## src/rtl/mem_port_arbiter_if.sv

```systemverilog
// Memory port bundle shared by the upstream ufp ports and the downstream dfp port.
// master drives the request side; slave returns data and the response pulse.
interface mem_port_arbiter_if #(
  parameter int ADDR_WIDTH = 32,
  parameter int DATA_WIDTH = 32
);
  localparam int MW = DATA_WIDTH / 8;

  logic [ADDR_WIDTH-1:0] addr;
  logic [MW-1:0]         rmask;
  logic [MW-1:0]         wmask;
  logic [DATA_WIDTH-1:0] wdata;
  logic [DATA_WIDTH-1:0] rdata;
  logic                  resp;

  modport master (output addr, rmask, wmask, wdata, input rdata, resp);
  modport slave  (input addr, rmask, wmask, wdata, output rdata, resp);
endinterface

```

## src/rtl/mem_port_arbiter.sv

```systemverilog
// Round-robin arbiter sharing one downstream memory port between fetch (port 0)
// and the LSU (port 1); one request buffered per port, one transaction in flight.
module mem_port_arbiter #(
  parameter int ADDR_WIDTH = 32,
  parameter int DATA_WIDTH = 32
) (
  input  logic                 clk,
  input  logic                 rst,
  mem_port_arbiter_if.slave    ufp0,
  mem_port_arbiter_if.slave    ufp1,
  mem_port_arbiter_if.master   dfp,
  output logic                 busy
);
  localparam int MW = DATA_WIDTH / 8;

  typedef enum logic {IDLE, BUSY} state_t;
  state_t state, state_d;

  logic [ADDR_WIDTH-1:0] live_addr  [2];
  logic [MW-1:0]         live_rmask [2];
  logic [MW-1:0]         live_wmask [2];
  logic [DATA_WIDTH-1:0] live_wdata [2];
  logic [1:0]            req;

  logic [1:0]            pend_v;
  logic [ADDR_WIDTH-1:0] pend_addr  [2];
  logic [MW-1:0]         pend_rmask [2];
  logic [MW-1:0]         pend_wmask [2];
  logic [DATA_WIDTH-1:0] pend_wdata [2];

  logic                  owner, last_grant;
  logic [ADDR_WIDTH-1:0] dfp_addr_q;
  logic [MW-1:0]         dfp_rmask_q, dfp_wmask_q;
  logic [DATA_WIDTH-1:0] dfp_wdata_q;

  logic [1:0]            cand;
  logic [1:0]            win_oh;
  logic [1:0]            capture;
  logic                  win, launch;
  logic [ADDR_WIDTH-1:0] sel_addr;
  logic [MW-1:0]         sel_rmask, sel_wmask;
  logic [DATA_WIDTH-1:0] sel_wdata;

  always_comb begin
    live_addr[0]  = ufp0.addr;   live_addr[1]  = ufp1.addr;
    live_rmask[0] = ufp0.rmask;  live_rmask[1] = ufp1.rmask;
    live_wmask[0] = ufp0.wmask;  live_wmask[1] = ufp1.wmask;
    live_wdata[0] = ufp0.wdata;  live_wdata[1] = ufp1.wdata;
    req[0] = (|ufp0.rmask) | (|ufp0.wmask);
    req[1] = (|ufp1.rmask) | (|ufp1.wmask);
  end

  // Arbitration runs whenever the port is free: in IDLE, or in the response cycle.
  always_comb begin
    cand   = pend_v | req;
    launch = ((state == IDLE) || dfp.resp) && (|cand);
    if (&cand) win = ~last_grant;
    else       win = cand[1];
    win_oh = {win, ~win};
    // A buffered entry is older than anything on the live inputs.
    sel_addr  = pend_v[win] ? pend_addr[win]  : live_addr[win];
    sel_rmask = pend_v[win] ? pend_rmask[win] : live_rmask[win];
    sel_wmask = pend_v[win] ? pend_wmask[win] : live_wmask[win];
    sel_wdata = pend_v[win] ? pend_wdata[win] : live_wdata[win];
    // Drop extra requests: one already buffered, or the owner re-requesting mid-flight.
    for (int unsigned i = 0; i < 2; i++) begin
      capture[i] = req[i] && !pend_v[i] &&
                   !((state == BUSY) && (owner == i[0]) && !dfp.resp);
    end
  end

  always_ff @(posedge clk) begin
    if (rst) state <= IDLE;
    else     state <= state_d;
  end

  always_comb begin
    state_d = state;
    case (state)
      IDLE:    if (launch) state_d = BUSY;
      BUSY:    if (dfp.resp && !launch) state_d = IDLE;
      default: state_d = IDLE;
    endcase
  end

  always_comb begin
    ufp0.rdata = dfp.rdata;
    ufp1.rdata = dfp.rdata;
    ufp0.resp  = dfp.resp && (state == BUSY) && !owner;
    ufp1.resp  = dfp.resp && (state == BUSY) && owner;
    busy       = (state == BUSY);
    dfp.addr   = dfp_addr_q;
    dfp.rmask  = dfp_rmask_q;
    dfp.wmask  = dfp_wmask_q;
    dfp.wdata  = dfp_wdata_q;
  end

  always_ff @(posedge clk) begin
    if (rst) begin
      pend_v <= '0;
      for (int unsigned i = 0; i < 2; i++) begin
        pend_addr[i]  <= '0;
        pend_rmask[i] <= '0;
        pend_wmask[i] <= '0;
        pend_wdata[i] <= '0;
      end
    end else begin
      for (int unsigned i = 0; i < 2; i++) begin
        if (launch && win_oh[i]) begin
          pend_v[i] <= 1'b0;
        end else if (capture[i]) begin
          pend_v[i]     <= 1'b1;
          pend_addr[i]  <= live_addr[i];
          pend_rmask[i] <= live_rmask[i];
          pend_wmask[i] <= live_wmask[i];
          pend_wdata[i] <= live_wdata[i];
        end
      end
    end
  end

  // Masks pulse for one cycle; address and data hold until the next launch.
  always_ff @(posedge clk) begin
    if (rst) begin
      owner       <= 1'b0;
      last_grant  <= 1'b0;
      dfp_addr_q  <= '0;
      dfp_rmask_q <= '0;
      dfp_wmask_q <= '0;
      dfp_wdata_q <= '0;
    end else if (launch) begin
      owner       <= win;
      last_grant  <= win;
      dfp_addr_q  <= sel_addr;
      dfp_rmask_q <= sel_rmask;
      dfp_wmask_q <= sel_wmask;
      dfp_wdata_q <= sel_wdata;
    end else begin
      dfp_rmask_q <= '0;
      dfp_wmask_q <= '0;
    end
  end

  a_ufp0_rw_exclusive: assert property (@(posedge clk) disable iff (rst)
    !((|ufp0.rmask) && (|ufp0.wmask)));
  a_ufp1_rw_exclusive: assert property (@(posedge clk) disable iff (rst)
    !((|ufp1.rmask) && (|ufp1.wmask)));
  a_no_req_while_pending: assert property (@(posedge clk) disable iff (rst)
    !(|(req & pend_v)));
  a_no_req_while_outstanding: assert property (@(posedge clk) disable iff (rst)
    !((state == BUSY) && !dfp.resp && req[owner]));
endmodule

```

## src/flat_wrapper.sv

```systemverilog
// flat-port wrapper written by rule: the top's interface ports become plain ports
module mem_port_arbiter_flat 
#(
  parameter int ADDR_WIDTH = 32,
  parameter int DATA_WIDTH = 32
)
  (clk, rst, busy, ufp0_addr, ufp0_rmask, ufp0_wmask, ufp0_wdata, ufp0_rdata, ufp0_resp, ufp1_addr, ufp1_rmask, ufp1_wmask, ufp1_wdata, ufp1_rdata, ufp1_resp, dfp_addr, dfp_rmask, dfp_wmask, dfp_wdata, dfp_rdata, dfp_resp);
  mem_port_arbiter_if #(.ADDR_WIDTH(ADDR_WIDTH), .DATA_WIDTH(DATA_WIDTH)) ufp0_i ();
  mem_port_arbiter_if #(.ADDR_WIDTH(ADDR_WIDTH), .DATA_WIDTH(DATA_WIDTH)) ufp1_i ();
  mem_port_arbiter_if #(.ADDR_WIDTH(ADDR_WIDTH), .DATA_WIDTH(DATA_WIDTH)) dfp_i ();
  input  logic clk;
  input  logic rst;
  output logic busy;
  input wire logic [$bits(ufp0_i.addr)-1:0] ufp0_addr;
  input wire logic [$bits(ufp0_i.rmask)-1:0] ufp0_rmask;
  input wire logic [$bits(ufp0_i.wmask)-1:0] ufp0_wmask;
  input wire logic [$bits(ufp0_i.wdata)-1:0] ufp0_wdata;
  output wire logic [$bits(ufp0_i.rdata)-1:0] ufp0_rdata;
  output wire logic [$bits(ufp0_i.resp)-1:0] ufp0_resp;
  input wire logic [$bits(ufp1_i.addr)-1:0] ufp1_addr;
  input wire logic [$bits(ufp1_i.rmask)-1:0] ufp1_rmask;
  input wire logic [$bits(ufp1_i.wmask)-1:0] ufp1_wmask;
  input wire logic [$bits(ufp1_i.wdata)-1:0] ufp1_wdata;
  output wire logic [$bits(ufp1_i.rdata)-1:0] ufp1_rdata;
  output wire logic [$bits(ufp1_i.resp)-1:0] ufp1_resp;
  output wire logic [$bits(dfp_i.addr)-1:0] dfp_addr;
  output wire logic [$bits(dfp_i.rmask)-1:0] dfp_rmask;
  output wire logic [$bits(dfp_i.wmask)-1:0] dfp_wmask;
  output wire logic [$bits(dfp_i.wdata)-1:0] dfp_wdata;
  input wire logic [$bits(dfp_i.rdata)-1:0] dfp_rdata;
  input wire logic [$bits(dfp_i.resp)-1:0] dfp_resp;
  assign ufp0_i.addr = ufp0_addr;
  assign ufp0_i.rmask = ufp0_rmask;
  assign ufp0_i.wmask = ufp0_wmask;
  assign ufp0_i.wdata = ufp0_wdata;
  assign ufp0_rdata = ufp0_i.rdata;
  assign ufp0_resp = ufp0_i.resp;
  assign ufp1_i.addr = ufp1_addr;
  assign ufp1_i.rmask = ufp1_rmask;
  assign ufp1_i.wmask = ufp1_wmask;
  assign ufp1_i.wdata = ufp1_wdata;
  assign ufp1_rdata = ufp1_i.rdata;
  assign ufp1_resp = ufp1_i.resp;
  assign dfp_addr = dfp_i.addr;
  assign dfp_rmask = dfp_i.rmask;
  assign dfp_wmask = dfp_i.wmask;
  assign dfp_wdata = dfp_i.wdata;
  assign dfp_i.rdata = dfp_rdata;
  assign dfp_i.resp = dfp_resp;
  mem_port_arbiter #(.ADDR_WIDTH(ADDR_WIDTH), .DATA_WIDTH(DATA_WIDTH)) u_core (.clk(clk), .rst(rst), .ufp0(ufp0_i), .ufp1(ufp1_i), .dfp(dfp_i), .busy(busy));
endmodule
```

## config.mk

```make
export PLATFORM = sky130hd
export DESIGN_NAME = mem_port_arbiter_flat
export DESIGN_NICKNAME = d
export VERILOG_FILES = /design/src/rtl/mem_port_arbiter_if.sv /design/src/rtl/mem_port_arbiter.sv /design/src/flat_wrapper.sv
export SDC_FILE = /design/constraint.sdc
export NUM_CORES = 1
export LEC_CHECK = 0
export BUFFER_PORTS_ARGS = -buffer_cell sky130_fd_sc_hd__clkbuf_2
export CORE_MARGIN = 2
export CORE_UTILIZATION = 47
export DETAILED_ROUTE_END_ITERATION = 8
export GPL_ROUTABILITY_DRIVEN = 0
export PLACE_DENSITY = 0.82
export SYNTH_ARGS = -nofsm -noshare
export SYNTH_HDL_FRONTEND = slang
export SYNTH_SLANG_ARGS = --single-unit
```

## constraint.sdc

```tcl
create_clock -name clk -period 7.1 [get_ports clk]
set_clock_uncertainty 0.1 [all_clocks]
set_input_delay 0.355 -clock clk [delete_from_list [all_inputs] [get_ports clk]]
set_output_delay 0.355 -clock clk [all_outputs]
set_load 0.01 [all_outputs]
```

### Word level (Yosys, flattened, before mapping)

Memory sizes are Yosys's and may differ from the RTL's.
Index checks and enable logic that the tools add are counted.

| cells by class | value |
|---|---|
| add/sub/neg operators | 0 |
| multiply operators | 0 |
| divide/modulo/power cells | 0 |
| $lt $le $gt $ge | 2 |
| equal/unequal tests | 0 |
| shift operators | 0 |
| mux-type cells | 40 |
| bitwise operators | 16 |
| reduce and logical (&&, ||, !) cells | 32 |

Operators with widths:

| kind | count |
|---|---|
| two-way mux 32 bit | 12 |
| two-way mux 4 bit | 12 |
| OR reduction 4 bit | 4 |
| logical AND 1 bit | 15 |
| two-way mux 1 bit | 15 |
| OR 1 bit | 10 |
| OR reduction 2 bit | 4 |
| zero test 1 bit | 7 |
| inverter 1 bit | 4 |
| >= comparator 2 bit, second input constant | 1 |
| < comparator 1 x 2 -> 1 bit, second input constant | 1 |
| inverter 1 -> 2 bit | 1 |
| OR 2 bit | 1 |
| one-hot mux 1 bit (2 select lines) | 1 |
| AND reduction 2 bit | 1 |
| logical OR 1 bit | 1 |

| storage, ports and cells | value |
|---|---|
| flip-flop bits (word level) | 76 |
| latch bits | 0 |
| bits in writable memories | 144 |
| bits in read-only memories | 0 |
| input port bits | 179 |
| output and inout bits | 139 |
| word-level logic and storage cells | 102 |
| memories kept | 4 |

Memory list:

| name | depth | width | rd ports | clocked after Yosys merged registers in | write ports | RTL line | RTL |
|---|---|---|---|---|---|---|---|
| u_core.pend_addr | 2 | 32 | 1 | 0 | 2 | mem_port_arbiter.sv:26 | `logic [ADDR_WIDTH-1:0] pend_addr [2];` |
| u_core.pend_wdata | 2 | 32 | 1 | 0 | 2 | mem_port_arbiter.sv:29 | `logic [DATA_WIDTH-1:0] pend_wdata [2];` |
| u_core.pend_rmask | 2 | 4 | 1 | 0 | 2 | mem_port_arbiter.sv:27 | `logic [MW-1:0] pend_rmask [2];` |
| u_core.pend_wmask | 2 | 4 | 1 | 0 | 2 | mem_port_arbiter.sv:28 | `logic [MW-1:0] pend_wmask [2];` |

### Longest topological paths before layout

Gate-level depths: netlist of the first run.

| depth | value |
|---|---|
| word-level depth | 11 |
| mapped depth | 8 |
| mapped depth without buffers | 5 |

### Worst setup path after synthesis of the first run

No wires, ideal clock.

| timing path | value |
|---|---|
| path type | reg-to-reg |
| start point | reg u_core.owner |
| end point | mem u_core.pend_addr[1][0] (enable) |
| library setup time | 0.608 ns |
| arrival time | 6.625 ns |
| data required time | 6.392 ns |
| slack | -0.233 ns |
| cell stages (with the launch flop) | 7 |
| path buffers | 2 |
| period minus slack after synthesis | 7.333 ns |
| cells stage by stage | dfxtp_1 > clkbuf_1 > inv_1 > a31oi_1 > clkbuf_1 > a21oi_1 > o31ai_1 |

RTL lines:

| what | RTL line | RTL |
|---|---|---|
| start, declared | mem_port_arbiter.sv:31 | `logic owner, last_grant;` |
| start signal, assigned | mem_port_arbiter.sv:132 | `owner <= win;` |
| end, declared | mem_port_arbiter.sv:26 |  |

### Final worst setup path of the first run

| timing path | value |
|---|---|
| start point | reg u_core.pend_v[1] |
| end point | reg u_core.dfp_addr_q[21], in the netlist u_core.dfp.addr[21] |

| on the way | value |
|---|---|
| longest elaborated chain between the ends | 8 |
| elaborated cells on any way between the ends | 13 |
| those cells by class | 7 x mux; 2 x bitwise; 3 x reduce/logical; 1 x memory |

RTL lines:

| what | RTL line | RTL |
|---|---|---|
| start, declared | mem_port_arbiter.sv:25 | `logic [1:0] pend_v;` |
| start signal, assigned | mem_port_arbiter.sv:100 | `pend_v <= '0;` |
| start signal, assigned by index | mem_port_arbiter.sv:110 | `pend_v[i] <= 1'b0;` |
| start signal, assigned by index | mem_port_arbiter.sv:112 | `pend_v[i] <= 1'b1;` |
| OR 2 bit | mem_port_arbiter.sv:55 | `cand = pend_v \| req;` |
| AND reduction 2 bit | mem_port_arbiter.sv:57 | `if (&cand) win = ~last_grant;` |
| two-way mux 1 bit | mem_port_arbiter.sv:57 |  |
| inverter 1 -> 2 bit (implied by the code) | mem_port_arbiter.sv:61 | `sel_addr = pend_v[win] ? pend_addr[win] : live_addr[win];` |
| two-way mux 32 bit (implied by the code) (3 in series) | mem_port_arbiter.sv:61 |  |
| two-way mux 32 bit | mem_port_arbiter.sv:61 |  |
| end signal, assigned | mem_port_arbiter.sv:134 | `dfp_addr_q <= sel_addr;` |
| end, declared | mem_port_arbiter.sv:32 | `logic [ADDR_WIDTH-1:0] dfp_addr_q;` |

Several ways; a longest one is shown, not always the timed one. The select of a mux whose other input is x is not followed.
A chain may end at the register's enable or synchronous reset.

==> results of run 1 <==
[synthesized netlist by cell type (all sizes together) (9+ instances only)]
master	instances	area (µm²)
and2	144	901
edfxtp	144	4320
o22ai	128	801
buf	80	598
dfxtp	76	1520
inv	67	251
clkbuf	64	240
o221ai	64	561
o32ai	64	561
nor2	19	71.3
nand3	17	85.1
a21oi	14	70.1
a211oi	11	82.6
a31oi	9	56.3
[critical path, cell delays in order (launching register included)]
cell      delay [ns]
dfxtp_1         0.73
nor2_1          0.16
nand3_2         0.13
buf_4           0.61
o21a_2          0.69
buf_4           0.51
o221ai_1        0.23
o32ai_1         0.34
[layer usage]
layer | part of all wire [%] | vias up | global-route usage (%)
li1 | - | 3783 | -
met1 | 39 | 4026 | 30.4
met2 | 48 | 500 | 38.9
met3 | 10 | 89 | 5.15
met4 | 3.5 | 0 | 9.83
met5 | 0 | - | 0
[logic make-up after synthesis]
kind of cell	Yosys count	synth area share, %
buffers and inverters	211	10.5
AOI/OAI and AO/OA	302	21.5
DFF	220	56.3
and+or+nand+nor	203	11.7
[state kept, by name (all words and copies together), names as in the netlist]
signal	count
u_core.busy	1
u_core.dfp.addr	32
u_core.dfp.rmask	4
u_core.dfp.wdata	32
u_core.dfp.wmask	4
u_core.owner	1
u_core.pend_addr	64
u_core.pend_rmask	8
u_core.pend_v	2
u_core.pend_wdata	64
u_core.pend_wmask	8
[layout by cell type (no fill, tap or decap), types with 14 or more instances in the layout]
cell,n
clkbuf_2,221
and2_1,144
edfxtp_1,144
o22ai_1,128
dfxtp_1,76
inv_1,67
o221ai_1,64
o32ai_1,64
clkbuf_16,25
nor2_1,19
buf_4,17
nand3_1,16
a21oi_1,14
[cell type report]
class	count	area [µm²]	share of cell area, %
clock inverter	8	35.0	0.295
clock buffer	36	677	5.69
timing repair buffer	238	1230	10.4
tap	280	350	2.95
multi-input combinational	505	3490	29.4
sequential	220	5850	49.2
inverter	67	251	2.12
[report_power, final]
part           internal, mW  total (mW)  switching, mW
Sequential             1.54        1.61         0.0719
Clock                 0.655        1.15          0.492
Combinational         0.188       0.476          0.287
Total                  2.38        3.23          0.852
[worst max-delay path by stage]
| stage | depth (start not counted) | endpoint | from |
|---|---|---|---|
| floorplan | 5 | u_core.pend_addr[0][0]$_SDFFCE_PN0P_ | u_core.busy$_SDFF_PP0_ |
| global placement | 7 | u_core.dfp.addr[26]$_SDFFE_PP0P_ | u_core.pend_v[1]$_SDFFE_PP0P_ |
| detailed placement | 7 | u_core.dfp.wdata[12]$_SDFFE_PP0P_ | u_core.pend_v[1]$_SDFFE_PP0P_ |
| CTS | 7 | u_core.dfp.addr[21]$_SDFFE_PP0P_ | u_core.pend_v[1]$_SDFFE_PP0P_ |
| global route | 7 | u_core.dfp.wdata[12]$_SDFFE_PP0P_ | u_core.pend_v[1]$_SDFFE_PP0P_ |
| finish | 7 | u_core.dfp.addr[21]$_SDFFE_PP0P_ | u_core.pend_v[1]$_SDFFE_PP0P_ |
[per-stage QoR]
stage	hold slack, ns	util [%]	setup slack (ns)
6_report	0.0332	54.6	3.48
2_1_floorplan	0.378	-	0.509
4_1_cts	0.0141	54.6	3.44
5_1_grt	0.0289	54.6	3.19
3_5_place_dp	0.350	51.4	3.51
3_3_place_gp	0.344	51.4	3.64
==> results.txt, run 1 <==
status: complete, no violations
CTS Buffer Depth: 3
routed wire length: 28700 µm
post-synth cell types: 41
ys flop type: edfxtp_1
crit path kind: flip-flop to flip-flop
Max Fclk: 0.276 GHz
total negative setup slack: 0 ns
dpl hpwl: 17700 µm
Period Utilization, post-route: 51.0%
synth warn: 0
routed vias/inst: 6.20
drt pass-1 iters: 5
Avg Inst Size Synth: 11.1 µm²
Hold Path End: u_core.pend_wdata[1][31]$_SDFFCE_PN0P_
Post-Synthesis Cell Area: 10400 µm²
Post-DP Area: 11200 µm²
Worst R2R Path Depth: 7
area delta synth->final: 14.5%
Peak supply drop: 0.177 mV
DR WL/cell: 21.2 µm
Startpoint Class: flip-flop
static leakage: 4.64 nW
htree depth: 1
Reg-to-Reg End: u_core.dfp.addr[21]$_SDFFE_PP0P_
Setup crit end kind: flip-flop
IO Pins: 318
Min Clock Period, post-route: 3.62 ns
largest net degree at the start of global routing: 81
Tot GR Track Use: 23.6%
r2r setup slk: 3.48 ns
fraction of layout cells with a size suffix above 1: 26.3%
Final Hold Viols: 0
number of global-route vias before repair: 8418
Worst R2R Start: u_core.pend_v[1]$_SDFFE_PP0P_
CTS Hold Bufs: 0
max-slew violations: 0
total power per unit cell area: 272 nW/µm²
# rows: 54
Layout Cell Area excl Fill: 11900 µm²
post-synthesis sequential area ratio: 56.3%
initial core utilization: 47.7%
TritonCTS buffer count: 24
RSZ-0062 raised after global routing: false
GR Overflow Total: 0
fillers: 1840
Yosys reg bits: 220
later-pin clock latency in the skew report: 0.52 ns
die area: 23300 µm²
initial antenna violation count: 0
CP required: 7.41 ns
WHS Path Cells: 2
Vias: 8398
Data arrival, critical path: 3.93 ns
Post-synth ARST share: 0%
die width: 153 µm
Reg clk slew, reported paths: 0.06 ns
cells after synthesis: 936
worst-path fanout max: 66
Pwr Total: 3.23 mW
Max Cap Viol: 0
CTS tree: built
setup violators final: 0
clk sinks: 220
global-route wire length before repair: 45400 µm
post-CTS setup buffer count: 0
CTS resizes: 0
worst hold start: ufp1_wdata[31]
Port Buf Inserts: 221
Core ar.: 21800 µm²
DRC violations left: 0
Synthesized Nets: 1115
chip height: 153 µm
post-route ant nets: 0
Finished Layout Cells: 1354
First DRT Iteration DRCs: 663
number of enable flip-flop cells after synthesis: 144
# nets final: 1235
Hold WC Path Type: primary input to flip-flop
CTS Root Cell: clkbuf_16
slew margin rel.: 23.4%
Post-Place Cells: 1310
ANT cells: 0
Worst-Margin Slew: 1.14 ns
Note: power is estimated with default switching activity, not from simulation.
==> run 2: changes to the inputs <==
--- a/config.mk
+++ b/config.mk
@@ -5,9 +5,10 @@
 export SDC_FILE = /design/constraint.sdc
 export NUM_CORES = 1
 export LEC_CHECK = 0
+export ABC_AREA = 1
 export BUFFER_PORTS_ARGS = -buffer_cell sky130_fd_sc_hd__clkbuf_2
 export CORE_MARGIN = 2
-export CORE_UTILIZATION = 47
+export CORE_UTILIZATION = 48
 export DETAILED_ROUTE_END_ITERATION = 8
 export GPL_ROUTABILITY_DRIVEN = 0
 export PLACE_DENSITY = 0.82
==> constraint.sdc (replaced) <==
create_clock -name clk -period 3.25 [get_ports clk]
set_clock_uncertainty 0.1 [all_clocks]
set_input_delay 0.1625 -clock clk [delete_from_list [all_inputs] [get_ports clk]]
set_output_delay 0.1625 -clock clk [all_outputs]
set_load 0.01 [all_outputs]
==> run 2 against run 1 <==
- total power is 150% higher
- area after synthesis is 10% higher
- cell count is 54% higher
- global-route usage is 2.1 points higher
- critical endpoint is now u_core.pend_wdata[1][8]$_SDFFCE_PN0P_
- die area is 7.7% higher
- flip-flop and latch count stayed put
- count of clock-buffer cells in the layout is 5 higher
==> results.txt, run 2 <==
Period Utilization, post-route: 89.1%
slowest CP cell: dlygate4sd3_1
Synth top cells by count: nand2_1 (444), inv_1 (217), nand3_1 (160), nor2_1 (160), edfxtp_1 (144)
later-pin clock latency in the skew report: 0.52 ns
worst hold margin: 0.225 ns
TritonCTS buffer count: 25
drt pass-1 iters: 7
CTS Buffer Depth: 3
commonest non-fill, non-tap cell in the layout: nand2_1
post-synthesis compound-gate area fraction: 4.36%
crit path kind: primary input to flip-flop
Core ar.: 23400 µm²
CP Buf/Inv Count: 5
Port Buf Inserts: 221
# rows: 56
DRC violations left: 0
Post-DP Area: 12300 µm²
total power per unit cell area: 550 nW/µm²
post-synth cell types: 19
Hold WC Path Type: primary input to output pin
die width: 158 µm
cells after synthesis: 1493
Data arrival, critical path: 3.04 ns
largest net degree at the start of global routing: 88
Post-Synth Simple-Gate Area: 29.8%
post-route ant nets: 0
multiplexer share of the synthesized area: 0%
htree depth: 1
Synth area leaders: edfxtp_1 (38%), nand2_1 (15%), dfxtp_1 (13%)
Min Clock Period, post-route: 2.89 ns
Reg clk slew, reported paths: 0.06 ns
post-synthesis sequential area ratio: 51.1%
dpl hpwl: 17900 µm
count leader, synth: nand2_1
most area-hungry cell type in the Yosys netlist: edfxtp_1
top-area cell type share of the netlist area: 37.8%
CTS Root Cell: clkbuf_16
routed wire length: 33000 µm
setup violators final: 0
Setup crit end kind: flip-flop
worst-path fanout max: 56
Tot GR Track Use: 25.7%
clk sinks: 220
max-slew violations: 0
status: complete, no violations
fraction of layout cells with a size suffix above 1: 16.3%
IO Pins: 318
total negative setup slack: 0 ns
Post-synth ARST share: 0%
Max Cap Viol: 0
Max Fclk: 0.345 GHz
most frequent cells in the layout: nand2_1 (442), clkbuf_2 (221), inv_1 (216)
Layout Cell Area excl Fill: 14600 µm²
number of global-route vias before repair: 10700
largest family of logic cells by synthesized area: simple AND/OR/NAND/NOR gates
Adder-Cell Fraction of Synth Area: 0%
chip height: 158 µm
CTS Hold Bufs: 146
cell mode on critical path: nor2_1
CTS tree: built
initial antenna violation count: 0
synth warn: 0
post-CTS setup buffer count: 0
CP required: 3.40 ns
Pwr Total: 8.04 mW
number of enable flip-flop cells after synthesis: 144
crit-path cells: dlygate4sd3_1 -> clkbuf_2 -> nor2_1 -> nand2_1 -> nor2_1 -> nand2_4 -> buf_4 -> nand2_4 -> nor2_1 -> nor2_1 -> nand2_1 -> nand2_1 -> inv_4 -> buf_12 -> nor2_1
Startpoint Class: primary input
global-route wire length before repair: 51300 µm
ANT cells: 0
Worst-Margin Slew: 0.950 ns
Top Registers: u_core.pend_addr x64, u_core.pend_wdata x64
RSZ-0062 raised after global routing: false
die area: 25100 µm²
area delta synth->final: 27.9%
fin util: 62.5%
DR WL/cell: 15.8 µm
Avg Inst Size Synth: 7.66 µm²
CTS resizes: 0
# nets final: 1933
slew margin rel.: 36.7%
static leakage: 7.33 nW
Final Hold Viols: 0
largest delay contributor family on the critical path: buffers and inverters
xor/xnor share of the synthesized area: 0%
Post-Synthesis Cell Area: 11400 µm²
ys flop type: edfxtp_1
initial core utilization: 48.9%
Vias: 10800
Peak supply drop: 0.366 mV
Synthesized Nets: 1672
First DRT Iteration DRCs: 915
routed vias/inst: 5.17
Yosys reg bits: 220
slowest stage delay, CP: 0.54 ns
GR Overflow Total: 0
-- run 2: worst paths after layout --
| check | startpoint | endpoint | slack (ns) | depth (start not counted) |
|---|---|---|---|---|
| setup / recovery | ufp1_rmask[3] | u_core.pend_wdata[1][8]$_SDFFCE_PN0P_ | 0.36 | 15 |
| hold / removal | dfp_rdata[17] | ufp0_rdata[17] | 0.23 | 0 |
| setup reg to reg | u_core.pend_v[1]$_SDFFE_PP0P_ | u_core.pend_wdata[1][8]$_SDFFCE_PN0P_ | 0.50 | 11 |
| hold reg to reg | u_core.dfp.wdata[15]$_SDFFE_PP0P_ | u_core.dfp.wdata[15]$_SDFFE_PP0P_ | 0.36 | 2 |
-- run 2: report_power, final --
part	internal [mW]	leakage, nW	total (mW)	switching, mW
logic	0.648	4.76	1.69	1.04
clock network	1.70	0.400	2.81	1.11
registers	3.41	2.16	3.54	0.133
-- run 2: layout make-up --
cell class,instances,area [µm²]
timing repair buffer,388,2780
inverter,219,825
tap,319,399
fill,1859,8780
clock inverter,4,46.3
clock buffer,41,777
sequential,220,5850
multi-input combinational,900,3960
-- run 2: logic make-up (layout without fill, tap and decap cells) --
group                  count (synthesis)  after routing
AO/OA/AOI/OAI                         90             90
buffers and inverters                373            652
flip-flops                           220            220
AND/OR/NAND/NOR                      810            810
-- run 2: routing by layer --
layer,track usage (%),vias to the layer above,wire [µm]
met3,4.55,137,2680
met5,0,-,0
met2,44.6,599,16500
met4,14.4,0,1400
li1,-,5112,-
met1,30.3,4964,12500
-- run 2: through the flow --
step | worst slack (ns) | cells
CTS | 0.468 | 2091
floorplan | 0.249 | 1493
detailed placement | 0.508 | 1900
global placement | 0.607 | 1900
finish | 0.355 | 2091
global route | 0.205 | 2091
-- run 2: worst register-to-register path: cells and delay by family, from the launching register on --
kind	cells	cell delay, ns
flip-flops	1	0.31
buffers and inverters	4	1.09
AND/OR/NAND/NOR	7	0.99
